==> src/rtl/sv_timer_irq.sv <==
// Multi-channel programmable interval timer with a shared IRQ and one CPU register window.
// Latency: register writes land on the next clk edge, dout is registered, irq is a pure AND-OR of registered state.
// Backpressure: none; the bus is always ready and timer logic advances only on ce.
//
// Ports:
//   clk    system clock                 reset  async active-high reset
//   ce     CPU-rate tick enable         cs     register window select
//   we     1=write / 0=read             addr   register offset (4 bits)
//   din    write data (8 bits)          dout   registered read data (8 bits)
//   irq    level IRQ, active-high
//
// Register map, channel n at base 4n:
//   +0 reload[7:0]  +1 reload[15:8]  +2 ctrl  +3 count[7:0] (read-only)
//   ctrl[0] enable, ctrl[1] long prescale, ctrl[2] auto-reload, ctrl[3] irq enable
//   0xC status (W1C)  0xD count[15:8] of channel in 0xE  0xE channel select
module sv_timer_irq #(
    parameter int NUM_CH    = 2,
    parameter int CNT_W     = 8,
    parameter int PRE_SHORT = 256,
    parameter int PRE_LONG  = 16384
) (
    input  logic       clk,
    input  logic       reset,
    input  logic       ce,
    input  logic       cs,
    input  logic       we,
    input  logic [3:0] addr,
    input  logic [7:0] din,
    output logic [7:0] dout,
    output logic       irq
);
    localparam int PRE_W = $clog2(PRE_LONG);
    localparam logic [PRE_W-1:0] PRE_S_M1 = PRE_W'(PRE_SHORT - 1);
    localparam logic [PRE_W-1:0] PRE_L_M1 = PRE_W'(PRE_LONG - 1);

    logic              wr;
    logic              rd;
    logic              wr_stat;
    logic              wr_sel;
    logic [NUM_CH-1:0] pend_vec;
    logic [NUM_CH-1:0] ien_vec;
    logic [15:0]       rl_vec  [NUM_CH];
    logic [15:0]       cnt_vec [NUM_CH];
    logic [3:0]        ctl_vec [NUM_CH];
    logic [1:0]        sel_q;
    logic [1:0]        sel_d;
    logic [7:0]        dout_q;
    logic [7:0]        dout_d;

    assign wr      = cs & we;
    assign rd      = cs & ~we;
    assign wr_stat = wr && (addr == 4'hC);
    assign wr_sel  = wr && (addr == 4'hE);

    for (genvar n = 0; n < NUM_CH; n++) begin : g_ch
        logic             wr_lo;
        logic             wr_hi;
        logic             wr_ctl;
        logic             commit;
        logic             tick;
        logic             fire;
        logic [CNT_W-1:0] reload_q, reload_d;
        logic [CNT_W-1:0] count_q, count_d;
        logic [3:0]       ctrl_q, ctrl_d;
        logic [PRE_W-1:0] pre_q, pre_d;
        logic [PRE_W-1:0] pre_rld;
        logic             pend_q, pend_d;

        assign wr_lo  = wr && (addr == {2'(n), 2'd0});
        assign wr_hi  = wr && (addr == {2'(n), 2'd1});
        assign wr_ctl = wr && (addr == {2'(n), 2'd2});
        // The load is committed by the byte that completes the counter width.
        assign commit = (CNT_W > 8) ? wr_hi : wr_lo;
        assign pre_rld = ctrl_q[1] ? PRE_L_M1 : PRE_S_M1;
        assign tick    = ce && ctrl_q[0] && (pre_q == '0);

        always_comb begin
            reload_d = reload_q;
            for (int b = 0; b < CNT_W; b++) begin
                if ((b < 8) ? wr_lo : wr_hi) begin
                    reload_d[b] = din[b[2:0]];
                end
            end
            ctrl_d = wr_ctl ? din[3:0] : ctrl_q;

            // Prescaler: load commit and a select change restart the period;
            // a disabled channel parks at the top of the period.
            if (commit) begin
                pre_d = pre_rld;
            end else if (wr_ctl && (din[1] != ctrl_q[1])) begin
                pre_d = din[1] ? PRE_L_M1 : PRE_S_M1;
            end else if (!ctrl_q[0]) begin
                pre_d = pre_rld;
            end else if (ce) begin
                pre_d = (pre_q == '0) ? pre_rld : pre_q - PRE_W'(1);
            end else begin
                pre_d = pre_q;
            end

            // Counter: commit overrides a coincident tick.
            fire    = 1'b0;
            count_d = count_q;
            if (commit) begin
                count_d = reload_d;
                fire    = ctrl_q[0] && (reload_d == '0);
            end else if (tick) begin
                if (count_q == CNT_W'(1)) begin
                    fire    = 1'b1;
                    count_d = ctrl_q[2] ? reload_q : '0;
                end else if (count_q != '0) begin
                    count_d = count_q - CNT_W'(1);
                end
            end

            // A new event beats a same-cycle W1C.
            pend_d = fire | (pend_q & ~(wr_stat & din[n]));
        end

        always_ff @(posedge clk or posedge reset) begin
            if (reset) begin
                reload_q <= '0;
                count_q  <= '0;
                ctrl_q   <= '0;
                pre_q    <= PRE_S_M1;
                pend_q   <= 1'b0;
            end else begin
                reload_q <= reload_d;
                count_q  <= count_d;
                ctrl_q   <= ctrl_d;
                pre_q    <= pre_d;
                pend_q   <= pend_d;
            end
        end

        assign pend_vec[n] = pend_q;
        assign ien_vec[n]  = ctrl_q[3];
        assign rl_vec[n]   = 16'(reload_q);
        assign cnt_vec[n]  = 16'(count_q);
        assign ctl_vec[n]  = ctrl_q;
    end

    assign sel_d = wr_sel ? din[1:0] : sel_q;

    // Read mux; absent channels and holes in the map read as all-ones.
    always_comb begin
        dout_d = 8'hFF;
        if (addr[3:2] != 2'd3) begin
            for (int n = 0; n < NUM_CH; n++) begin
                if (addr[3:2] == 2'(n)) begin
                    case (addr[1:0])
                        2'd0:    dout_d = rl_vec[n][7:0];
                        2'd1:    dout_d = rl_vec[n][15:8];
                        2'd2:    dout_d = {4'h0, ctl_vec[n]};
                        default: dout_d = cnt_vec[n][7:0];
                    endcase
                end
            end
        end else begin
            case (addr[1:0])
                2'd0: dout_d = 8'(pend_vec);
                2'd1: begin
                    for (int n = 0; n < NUM_CH; n++) begin
                        if (sel_q == 2'(n)) begin
                            dout_d = cnt_vec[n][15:8];
                        end
                    end
                end
                2'd2:    dout_d = {6'h00, sel_q};
                default: dout_d = 8'hFF;
            endcase
        end
    end

    always_ff @(posedge clk or posedge reset) begin
        if (reset) begin
            sel_q  <= 2'd0;
            dout_q <= 8'h00;
        end else begin
            sel_q <= sel_d;
            if (rd) begin
                dout_q <= dout_d;
            end
        end
    end

    assign dout = dout_q;
    assign irq  = |(pend_vec & ien_vec);

endmodule
==> config.mk <==
export PLATFORM = sky130hd
export DESIGN_NAME = sv_timer_irq
export DESIGN_NICKNAME = d
export VERILOG_FILES = /design/src/rtl/sv_timer_irq.sv
export SDC_FILE = /design/constraint.sdc
export NUM_CORES = 1
export LEC_CHECK = 0
export CORE_ASPECT_RATIO = 0.5
export CORE_MARGIN = 4
export CORE_UTILIZATION = 50
export DETAILED_ROUTE_END_ITERATION = 10
export GPL_TIMING_DRIVEN = 0
export PLACE_DENSITY = 0.74
export SLEW_MARGIN = 20
export SYNTH_ARGS = -nofsm -noshare
export SYNTH_HDL_FRONTEND = slang
export SYNTH_SLANG_ARGS = --single-unit
==> constraint.sdc <==
create_clock -name clk -period 5.3 [get_ports clk]
set_input_delay 0.53 -clock clk [delete_from_list [all_inputs] [get_ports clk]]
set_output_delay 0.53 -clock clk [all_outputs]
set_load 0.01 [all_outputs]
-- Word-level counts from Yosys, hierarchy flattened
Cells that the tools add are included.
Widths: inputs -> output; s select.
- bits in registers: 80
- input bits: 17
- output and inout bits: 9
- add/subtract/negate cells: 4
- equality and inequality tests: 16
- muxes and demuxes: 53
- bitwise gates (word level): 12
- reduce and logical (&&, ||, !) cells: 31
- operator list (operator ; number):
    $mux 14 ; 13
    $mux 8 ; 15
    $pmux 8 s3 ; 3
    $logic_not 14->1 ; 2
    $sub 14x1->14 const B ; 2
    $mux 1 ; 22
    $eq 8x1->1 const B ; 2
    $logic_not 8->1 ; 2
    $reduce_bool 8->1 ; 2
    $sub 8x1->8 const B ; 2
    $logic_and 1x1->1 ; 14
    $eq 4x3->1 const B ; 2
    $eq 4x4->1 const B ; 2
    $ne 4x3->1 const B ; 2
    $and 1x1->1 ; 6
    $eq 2x1->1 const B ; 3
    $logic_not 2->1 ; 3
    $reduce_bool 3->1 ; 2
    $eq 4x2->1 const B ; 1
    $logic_not 4->1 ; 1
    $reduce_and 2->1 ; 2
    $reduce_bool 2->1 ; 2
    $not 1->1 ; 3
    $and 2x2->2 ; 1
    5 further kinds ; 7

-- Longest topological paths before layout
- depth after elaboration: 7
- mapped depth: 9

-- Worst setup path before layout
No wires, ideal clock.
- path type: input-to-reg
- start: input addr[3]
- end: register g_ch[0].pre_q[9]
- setup time: 126 ps
- data arrival time: 2076 ps
- data required time: 5174 ps
- path slack: 3098 ps
- cell stages on the path: 8
- buffers on the path: 4
- cell sequence: clkbuf_1 > or2_1 > clkbuf_1 > or2_1 > buf_2 > and3_1 > buf_4 > a221o_1
- cells in the longest elaborated chain, start to end: 5
- RTL lines (element ; RTL line ; source):
    start: declaration ; 27 ; input logic [3:0] addr,
    $eq 4x2->1 ; 71 ; assign wr_ctl = wr && (addr == {2'(n), 2'd2});
    $logic_and 1x1->1 ; 71 ;
    $logic_and 1x1->1 ; 90 ; end else if (wr_ctl && (din[1] != ctrl_q[1])) begin
    $mux 14 ; 90 ;
    $mux 14 ; 88 ; if (commit) begin
    end signal: assignment ; 130 ; pre_q <= pre_d;
    end: declaration ; 65 ; logic [PRE_W-1:0] pre_q, pre_d;
Parallel ways exist; a longest one is shown, timed or not.
A chain may end at the register's enable or synchronous reset.

-- Worst setup path after layout
- start: input addr[1]
- end: register g_ch[0].pre_q[9]
The elaborated chain is that of the path after synthesis.

==> key figures <==
Placed design
  • Number of input and output port buffers inserted: 23
  • Detailed-placement wirelength estimate: 9980 um
  • RePlAce Congestion: 0.892
  • Total placed cells including tap cells: 768

Power and ir drop
  • Part of the power in the clock network: 28.6%
  • Switching part of the total: 34.9%
  • Static leakage power: 2.37 nW
  • Internal cell power: 1.45 mW
  • Share of power burned in registers: 40.7%
  • Net switching power figure: 778 uW
  • Total power after layout: 2.23 mW
  • Power per Cell Area: 373 mW/mm2
  • Comb power frac: 30.7%
  • Largest vdd supply drop: 0.194 mV

Synthesis
  • Leading cell types by total area after synthesis: sky130_fd_sc_hd__dfrtp_1, sky130_fd_sc_hd__dfstp_2, sky130_fd_sc_hd__nand2_1
  • Net count of the mapped netlist: 629
  • Ys async rst share: 100%
  • Yosys warning count: 0
  • Synthesized cell area: 0.00524 mm2
  • Mean instance size in the synthesized netlist: 8.67 um2
  • Ranking of synthesized cells by instance count: sky130_fd_sc_hd__nand2_1, sky130_fd_sc_hd__dfrtp_1, sky130_fd_sc_hd__nor2_1, sky130_fd_sc_hd__clkbuf_1, sky130_fd_sc_hd__nand3_1
  • Number of flip-flops and latches in the synthesized netlist: 80
  • Sequential share of the synthesized area: 38.6%
  • Leading register cell type out of synthesis: sky130_fd_sc_hd__dfrtp_1
  • Gate count after technology mapping: 604
  • Number of flops mapped to enable cells by yosys: 0
  • Share of the synthesized area in the top cell type: 30.6%
  • Count of different cell masters after synthesis: 73
  • Largest area contributor in the netlist: sky130_fd_sc_hd__dfrtp_1
  • Most common cell in the synthesized netlist: sky130_fd_sc_hd__nand2_1

Hold path
  • Hold path startpoint: g_ch[0].pre_q[7]
  • Hold path endpoint: g_ch[0].pre_q[7]
  • Worst min-delay path class: reg2reg
  • Min-Delay Path Depth: 2

GRT
  • Via count of the first global-routing pass: 4649
  • Global-route usage over all layers: 23.8%
  • Overflow left after global routing: 0
  • Largest net degree at the start of global routing: 47
  • Antenna violations before repair: 0
  • Wire length of the first global-routing pass: 23800 um

Timing
  • Worst clock skew: 6.98 ps
  • Final clock period utilization by the worst path: 48.5%
  • Worst Hold Margin: 492 ps
  • Slew Limit Fails: 0
  • Max-slew headroom: 52.5%
  • Count of final hold-check violations: 0
  • Tmin final: 2570 ps
  • Unrepaired setup endpoints after global routing: no
  • Final setup violation count: 0
  • Maximum clock rate: 389 MHz
  • Total negative slack for setup checks: 0 ps
  • Transition time at the pin with the least slew margin: 711 ps

Die
  • Row count: 26
  • Area of the core: 0.0102 mm2
  • Number of I/O pins: 26
  • Full die area: 0.0123 mm2
  • Die Wd: 153 um
  • Starting density of the core: 51.3%
  • Vertical extent of the die: 80.4 um

Clocking
  • Number of CTS-inserted buffers: 9
  • Clock Latency Late Sink: 340 ps
  • Post-CTS Setup Repair Bufs: 0
  • Clk slew on worst S/H paths: 60 ps
  • Sink Count: 80
  • Count of H-tree levels built during CTS: 3
  • Cell at the root of the clock tree: sky130_fd_sc_hd__clkbuf_16
  • Resize count post-CTS: 0
  • Total of hold buffers inserted after clock tree synthesis: 0
  • Maximum count of clock buffers along a single path: 2
  • CTS tree: built

Routing
  • Drt total wl: 13900 um
  • Overall via count from detail_route: 4836
  • Initial DRT Pass Iterations: 5
  • Number of nets still failing antenna checks after routing: 0
  • Vias/cell: 6.17
  • Remaining design rule violation count: 0
  • Detailed-route wire length per cell: 17.8 um
  • Iter 0 DRT Violations: 419

Finish
  • Final Net Count: 664
  • Filler cell count in the final layout: 924
  • Inserted Diodes: 0
  • Share of final-layout standard cells stronger than drive strength 1: 9.63%
  • Sequential cell area: 0.00202 mm2
  • Area Overhead vs Synth: 14.0%
  • Footprint of the multi-input gates: 0.00297 mm2
  • Count of placed standard cells in the final layout, fillers left out: 784

Worst setup path
  • Maximum fanout count along the critical path: 10
  • Start of the worst register-to-register path: g_ch[1].pre_q[10]
  • Length in cells of the worst reg-to-reg path: 6
  • CP required: 5520 ps
  • Critical path launch point type: input pin
  • Kind of end point of the critical path: flop
  • Type of the setup path with the least slack: in2reg
  • WP data arrival: 2790 ps
  • Reg-to-reg slack, setup: 2820 ps
  • Reg-to-Reg End: g_ch[1].count_q[7]

Run status
  • Status: complete, no violations

Run
  • Max-capacitance violation count: 0
-- cells in the final DEF, fill, tap and decap left out, drive strengths merged, types with 16 or more instances in the layout --
master	netlist	final
nand2	97	97
dfrtp	64	64
nor2	46	46
clkbuf	31	44
o21ai	30	30
nand3	29	29
clkdlybuf4s50	0	23
inv	23	23
a21oi	21	21
o211ai	20	20
xnor2	17	17
nor3	16	16
dfstp	16	16
-- power by group through the flow --
stage / logic (mW) / registers, mW / clock network [mW]
after CTS: 0.683 / 0.904 / 0.646
after global placement: 0.654 / 0.908 / 0
final: 0.685 / 0.907 / 0.637
after global routing: 0.773 / 0.927 / 0.674
after detailed placement: 0.676 / 0.913 / 0
after floorplan: 0.524 / 0.869 / 0
-- through the flow --
stage	cell area, um2	worst slack, ps	utilization (%)
after global placement	5640	1350	55.2
after detailed placement	5670	2400	55.5
after global routing	5970	2480	58.5
after CTS	5970	2780	58.5
after floorplan	5240	2740	-
final	5970	2730	58.5
-- logic make-up after synthesis --
group	count (synthesis)	share of synthesized area (%)
AO/OA/AOI/OAI	160	22.6
XOR/XNOR	25	4.18
adder cells (fa/ha/maj)	8	1.91
buffers and inverters	62	4.71
flip-flops	80	38.6
multiplexers	18	3.75
AND/OR/NAND/NOR	251	24.3
-- worst max-delay path: stages --
cell and delay (ps):
sky130_fd_sc_hd__clkdlybuf4s50_1 480, sky130_fd_sc_hd__clkbuf_1 400, sky130_fd_sc_hd__nand4b_1 270, sky130_fd_sc_hd__o21ai_0 470, sky130_fd_sc_hd__a21boi_0 230, sky130_fd_sc_hd__o2bb2ai_1 110
sky130_fd_sc_hd__a221o_1 300
-- how the worst max path moves through the flow --
stage / start / endpoint / slack (ps) / cells after the start
floorplan: reset / dout[0] / 2740 / 1
global placement: reset / g_ch[1].count_q[5] / 1350 / 2
detailed placement: addr[1] / g_ch[0].pre_q[9] / 2400 / 7
CTS: addr[0] / dout[2] / 2780 / 7
global route: addr[1] / g_ch[0].pre_q[9] / 2480 / 7
finish: addr[1] / g_ch[0].pre_q[9] / 2730 / 7
-- final cells by class --
| cell class | count | share of cell area (%) |
|---|---|---|
| Buffer | 39 | 2.68 |
| Inverter | 23 | 1.49 |
| Clock inverter | 3 | 0.670 |
| Timing Repair Buffer | 24 | 4.32 |
| Tap cell | 140 | 2.93 |
| Multi-Input combinational cell | 462 | 49.7 |
| Sequential cell | 80 | 33.9 |
| Clock buffer | 13 | 4.36 |
-- metal layers --
layer / track usage (%) / share of wire, % / vias up
met3: 4.79 / 5.8 / 20
met1: 32.6 / 47 / 2347
met4: 5.96 / 1.4 / 0
met2: 39.0 / 46 / 156
li1: - / - / 2313
met5: 0 / 0 / -
-- flip-flops by register name (all words and copies together) (netlist names) --
name           count
g_ch.count_q      16
dout               8
sel_q              2
g_ch.pre_q        28
g_ch.reload_q     16
g_ch.ctrl_q        8
g_ch.pend_q        2
(Power assumes the default switching activity.)
